`src/rtl/motor_shutdown_ctrl.sv`:
```
// Motor enable/duty owner: ramps duty to zero on watchdog trip or stop, latches fault, restarts only on operator re-arm.
// Outputs registered (duty tracks speed_cmd one cycle late); optional FAULT_COUNT_EN adds a saturating fault_cnt output.
module motor_shutdown_ctrl #(
  parameter int DUTY_W     = 8,
  parameter int RAMP_STEP  = 8,
  parameter int RAMP_DIV   = 4,
  parameter int GRACE      = 200,
  parameter int REARM_HOLD = 16
) (
  input  logic              clk_1khz,
  input  logic              rst,
  input  logic              wd_shtdwn,
  input  logic              run_req,
  input  logic              arm_req,
  input  logic [DUTY_W-1:0] speed_cmd,
  output logic [DUTY_W-1:0] duty_out,
  output logic              motor_en,
  output logic              fault,
  output logic [1:0]        state_out
`ifdef FAULT_COUNT_EN
  ,
  output logic [7:0]        fault_cnt
`endif
);

  localparam int GW = $clog2(GRACE + 1);
  localparam int RW = $clog2(RAMP_DIV + 1);
  localparam int HW = $clog2(REARM_HOLD + 1);
  localparam logic [GW-1:0]     GRACE_V  = GW'(GRACE);
  localparam logic [RW-1:0]     DIV_LAST = RW'(RAMP_DIV - 1);
  localparam logic [HW-1:0]     HOLD_V   = HW'(REARM_HOLD);
  localparam logic [DUTY_W-1:0] STEP_V   = DUTY_W'(RAMP_STEP);

  typedef enum logic [1:0] {
    IDLE      = 2'b00,
    RUN       = 2'b01,
    RAMP_DOWN = 2'b10,
    FAULT     = 2'b11
  } state_t;

  state_t            state, state_n;
  logic [DUTY_W-1:0] duty_n;
  logic              en_n, fault_n;
  logic [GW-1:0]     grace_cnt, grace_n;
  logic [RW-1:0]     ramp_cnt, ramp_n;
  logic [HW-1:0]     hold_cnt, hold_n;
  logic              arm_q, arm_rise, wd_qual, ramp_done;

  assign arm_rise  = arm_req & ~arm_q;
  // grace_cnt freezes outside RUN, so a normal stop before grace expiry keeps ignoring the watchdog
  assign wd_qual   = wd_shtdwn & (grace_cnt == GRACE_V);
  assign state_out = state;

  always_comb begin
    state_n   = state;
    duty_n    = duty_out;
    en_n      = motor_en;
    fault_n   = fault;
    grace_n   = grace_cnt;
    ramp_n    = ramp_cnt;
    hold_n    = hold_cnt;
    ramp_done = 1'b0;
    case (state)
      IDLE: begin
        duty_n = '0;
        en_n   = 1'b0;
        if (run_req) begin
          state_n = RUN;
          en_n    = 1'b1;
          grace_n = '0;
        end
      end
      RUN: begin
        duty_n = speed_cmd;
        if (grace_cnt != GRACE_V) grace_n = grace_cnt + 1'b1;
        if (wd_qual || !run_req) begin
          state_n = RAMP_DOWN;
          ramp_n  = '0;
          if (wd_qual) fault_n = 1'b1;
        end
      end
      RAMP_DOWN: begin
        if (wd_qual) fault_n = 1'b1;
        if (duty_out == '0) begin
          ramp_done = 1'b1;
        end else if (ramp_cnt == DIV_LAST) begin
          ramp_n    = '0;
          duty_n    = (duty_out > STEP_V) ? duty_out - STEP_V : '0;
          ramp_done = (duty_n == '0);
        end else begin
          ramp_n = ramp_cnt + 1'b1;
        end
        if (ramp_done) begin
          en_n    = 1'b0;
          hold_n  = '0;
          state_n = fault_n ? FAULT : IDLE;
        end
      end
      FAULT: begin
        duty_n  = '0;
        en_n    = 1'b0;
        fault_n = 1'b1;
        if (run_req) hold_n = '0;
        else if (hold_cnt != HOLD_V) hold_n = hold_cnt + 1'b1;
        if (arm_rise && !run_req && hold_cnt == HOLD_V) begin
          state_n = IDLE;
          fault_n = 1'b0;
        end
      end
      default: state_n = IDLE;
    endcase
  end

  always_ff @(posedge clk_1khz) begin
    if (rst) begin
      state     <= IDLE;
      duty_out  <= '0;
      motor_en  <= 1'b0;
      fault     <= 1'b0;
      grace_cnt <= '0;
      ramp_cnt  <= '0;
      hold_cnt  <= '0;
      arm_q     <= 1'b0;
    end else begin
      state     <= state_n;
      duty_out  <= duty_n;
      motor_en  <= en_n;
      fault     <= fault_n;
      grace_cnt <= grace_n;
      ramp_cnt  <= ramp_n;
      hold_cnt  <= hold_n;
      arm_q     <= arm_req;
    end
  end

`ifdef FAULT_COUNT_EN
  always_ff @(posedge clk_1khz) begin
    if (rst) fault_cnt <= '0;
    else if (!fault && fault_n && fault_cnt != 8'hFF) fault_cnt <= fault_cnt + 8'd1;
  end
`endif

endmodule

```
`config.mk`:
```
export PLATFORM = sky130hd
export DESIGN_NAME = motor_shutdown_ctrl
export DESIGN_NICKNAME = d
export VERILOG_FILES = /design/src/rtl/motor_shutdown_ctrl.sv
export SDC_FILE = /design/constraint.sdc
export NUM_CORES = 1
export LEC_CHECK = 0
export ABC_CLOCK_PERIOD_IN_PS = 3500
export BUFFER_PORTS_ARGS = -buffer_cell sky130_fd_sc_hd__buf_4
export CORE_ASPECT_RATIO = 1.1
export CORE_MARGIN = 2
export CORE_UTILIZATION = 51
export CTS_BUF_LIST = sky130_fd_sc_hd__clkbuf_8 sky130_fd_sc_hd__clkbuf_16
export DETAILED_ROUTE_END_ITERATION = 6
export PLACE_DENSITY = 0.73
export SLEW_MARGIN = 0
export SYNTH_ARGS = -nofsm -noshare
export SYNTH_HDL_FRONTEND = slang
export SYNTH_SLANG_ARGS = --single-unit
```
`constraint.sdc`:
```
create_clock -name clk_1khz -period 3.5 [get_ports clk_1khz]
set_clock_uncertainty 0.05 [all_clocks]
set_input_delay 0.35 -clock clk_1khz [delete_from_list [all_inputs] [get_ports clk_1khz]]
set_output_delay 0.35 -clock clk_1khz [all_outputs]
set_load 0.02 [all_outputs]
```
==> run_results.csv <==
group,metric,value,unit
run_status,outcome,"complete, no violations",
floorplanning,dieArea,3670,um^2
synthesis,synth_cell_types,48,
worst_hold_path,worstHoldPathCells,2,
placed_design,place_ws,1.17,ns
clock_network,clk_pin_slew,0.06,ns
synthesis,mappedNetlistArea,1630,um^2
timing,hold_viol,0,
clock_network,clkLatencyLatePin,0.28,ns
synthesis,synth-seq-area-share,35.6,%
timing,setup_viol,0,
synthesis,synth_top_cell_area_share,35.6,%
synthesis,synth_xor_xnor_area_share,5.36,%
worst_hold_path,hold-path-endpoint,"arm_q",
worst_hold_path,hold_class,"input port to register",
critical_path,cpPeakStageDelay,0.55,ns
placed_design,place_area,1840,um^2
clock_network,postCtsHoldBufs,0,
critical_path,worst_setup_path_end_kind,"register",
global_routing,grt_use_total,20.9,%
placed_design,hpwl,2620,um
power,power.total,1160,uW
worst_hold_path,hold_start,"arm_req",
critical_path,worstSetupStartpointType,"register",
synthesis,synthAdderAreaFrac,5.82,%
synthesis,synth_common_cells,"dfxtp_1, nor2_1, a21oi_1",
timing,final_max_slew_viol_count,0,
finish,fin_nets,244,
finish,drive_above_1_share,17.7,%
synthesis,synth-edff-count,0,
power,swShare,34.5,%
global_routing,grt_overflow,0,
floorplanning,die_x,58.0,um
critical_path,crit_chain,"inv_1 -> ha_1 -> xor2_1 -> nor4_2 -> o221ai_2 -> or4b_1 -> a21oi_1",
global_routing,grt_max_degree,25,
detailed_routing,first_iter_violations,40,
synthesis,synth-seq-cells,29,
clock_network,numCtsBuffers,5,
finish,multiInputGateArea,995,um^2
finish,stdcell_area,1950,um^2
power,power.switching,399,uW
clock_network,htreeDepth,2,
timing,whs,0.250,ns
timing,fin_setup_tns,0,ns
timing,max_freq,428,MHz
synthesis,synth_top_family_by_area,"simple AND/OR/NAND/NOR gates",
detailed_routing,dr.pass1.iters,4,
finish,synthToLayoutAreaGrowth,19.5,%
global_routing,antenna_found_initial,0,
clock_network,clockBufferDepth,2,
clock_network,cts_sinks,29,
synthesis,synth_fp_nets,219,
synthesis,async_flop_share,0,%
critical_path,path_max_fanout,7,
timing,slew_headroom,63.5,%
critical_path,rr_worst_depth,7,
detailed_routing,wl_per_cell,13.6,um
timing,fin_crit,2.34,ns
critical_path,worstPathArrival,2.50,ns
power,vdd_drop_max,0.523,mV
placed_design,routabilityCongestion,0.833,
power,power_density,592,nW/um^2
critical_path,reg2reg_slack,1.16,ns
critical_path,worstPathRequired,3.66,ns
floorplanning,die_h,63.3,um
finish,n_fill_cell,284,
synthesis,synth_mux_area_share,0,%
detailed_routing,drc,0,
power,p_seq_share,35.5,%
clock_network,cts_resized,0,
clock_network,root_buffer,"clkbuf_8",
power,clockPowerShare,30.2,%
detailed_routing,num_vias,1532,
detailed_routing,drtAntennaViolNets,0,
synthesis,yosys.area_share.simple,28.7,%
global_routing,grt_pass1_vias,1408,
power,p_int,757,uW
finish,regArea,581,um^2
finish,antenna_cells,0,
synthesis,synth_cells,200,
floorplanning,core,3050,um^2
clock_network,post_cts_buffers,0,
critical_path,critPathKind,"register to register",
synthesis,yosysTopAreaCell,"dfxtp_1",
clock_network,cts_tree,"yes",
flow_run,cap_violations,0,
critical_path,rr_startpoint,"duty_out[3]",
floorplanning,io_pins,25,
global_routing,grt_pass1_wl,6060,um
synthesis,synth.area.top_cells,"dfxtp_1, nor2_1, a21oi_1, xor2_1, ha_1",
timing,layout_setup_ws,1.16,ns
power,p_leak,0.000752,uW
timing,period_share,66.8,%
synthesis,avgSynthCellArea,8.16,um^2
critical_path,reg2reg_to,"hold_cnt[1]",
floorplanning,num_rows,21,
detailed_routing,routed_wl,3540,um
critical_path,slowest_stage,"or4b_1",
synthesis,synth_compound_gate_area_share,21.0,%
detailed_routing,vias_per_cell,5.89,
synthesis,ys_warn_count,0,
power,combPwrFrac,34.3,%
floorplanning,start_util,53.6,%
timing,worst_pin_slew,0.542,ns
synthesis,synth_ff_type,"dfxtp_1",
placed_design,port_buffers,24,
timing,rsz0062_at_grt,"no",
==> metal layers <==
layer	part of all wire, %	GRT usage [%]	routed length, um
met1	45	25.4	1580
met2	49	34.5	1750
met3	5.3	6.98	189
met4	0.76	6.10	27
met5	0	0	0
==> power by group through the flow <==
stage | clock, uW | combinational [uW] | sequential, uW
3_5_place_dp | 0 | 393 | 418
4_1_cts | 358 | 396 | 410
6_report | 349 | 397 | 410
2_1_floorplan | 0 | 278 | 425
5_1_grt | 376 | 441 | 418
3_3_place_gp | 0 | 389 | 416
==> kinds of logic (layout without fill, tap and decap cells) <==
family	after synthesis	count (layout)
buf+inv	15	41
flops	29	29
xor+xnor	10	10
compound gates	50	50
simple gates	88	88
fa+ha+maj	8	8
==> per-stage QoR <==
stage	cells	utilization (%)
5_1_grt	260	64.0
3_3_place_gp	252	60.2
3_5_place_dp	252	60.2
2_1_floorplan	200	-
6_report	260	64.0
4_1_cts	260	64.0
==> final cells by class <==
type / count / share of cell area [%]
clock inverters: 2 / 1.73
inverters: 8 / 1.54
flip-flops and latches: 29 / 29.7
repair buffers: 25 / 9.62
multi-input cells: 156 / 51.0
well taps: 34 / 2.18
clock buffers: 6 / 4.23
==> state kept, by name, indices dropped and copies added (netlist names) <==
| name | cells |
|---|---|
| arm_q | 1 |
| fault | 1 |
| motor_en | 1 |
| ramp_cnt | 3 |
| hold_cnt | 5 |
| state_out | 2 |
| grace_cnt | 8 |
| duty_out | 8 |
==> placed cells by master, fill, tap and decap left out, types with 2 or more instances in the layout <==
master	n
inv_1	9
o21ai_0	6
nand4_1	5
a211oi_1	8
dfxtp_1	29
nand2_1	13
nand3_1	5
nand2b_1	7
buf_4	25
nor3_1	5
nor2_1	29
or3_1	2
and3_1	3
ha_1	6
clkbuf_8	6
nor2b_1	6
a21oi_1	19
nand4b_1	2
maj3_1	2
xor2_1	9
a21o_1	2
==> worst max-delay path, delay by kind of cell (launching register included) <==
| family | cells | cell delay [ns] |
|---|---|---|
| AOI/OAI and AO/OA | 2 | 0.37 |
| adders and majority gates | 1 | 0.25 |
| DFF | 1 | 0.42 |
| xor gates and xnor gates | 1 | 0.15 |
| buffers and inverters | 1 | 0.13 |
| and+or+nand+nor | 2 | 0.90 |
==> worst max-delay path by stage <==
stage / from / to / cells past startpoint
6_report: duty_out[3] / hold_cnt[1] / 7
5_1_grt: duty_out[3] / hold_cnt[1] / 7
4_1_cts: duty_out[3] / hold_cnt[1] / 7
3_5_place_dp: duty_out[3] / hold_cnt[1] / 7
3_3_place_gp: duty_out[3] / hold_cnt[1] / 7
2_1_floorplan: duty_out[3] / hold_cnt[1] / 7
Power figures use the tool's default switching activity.
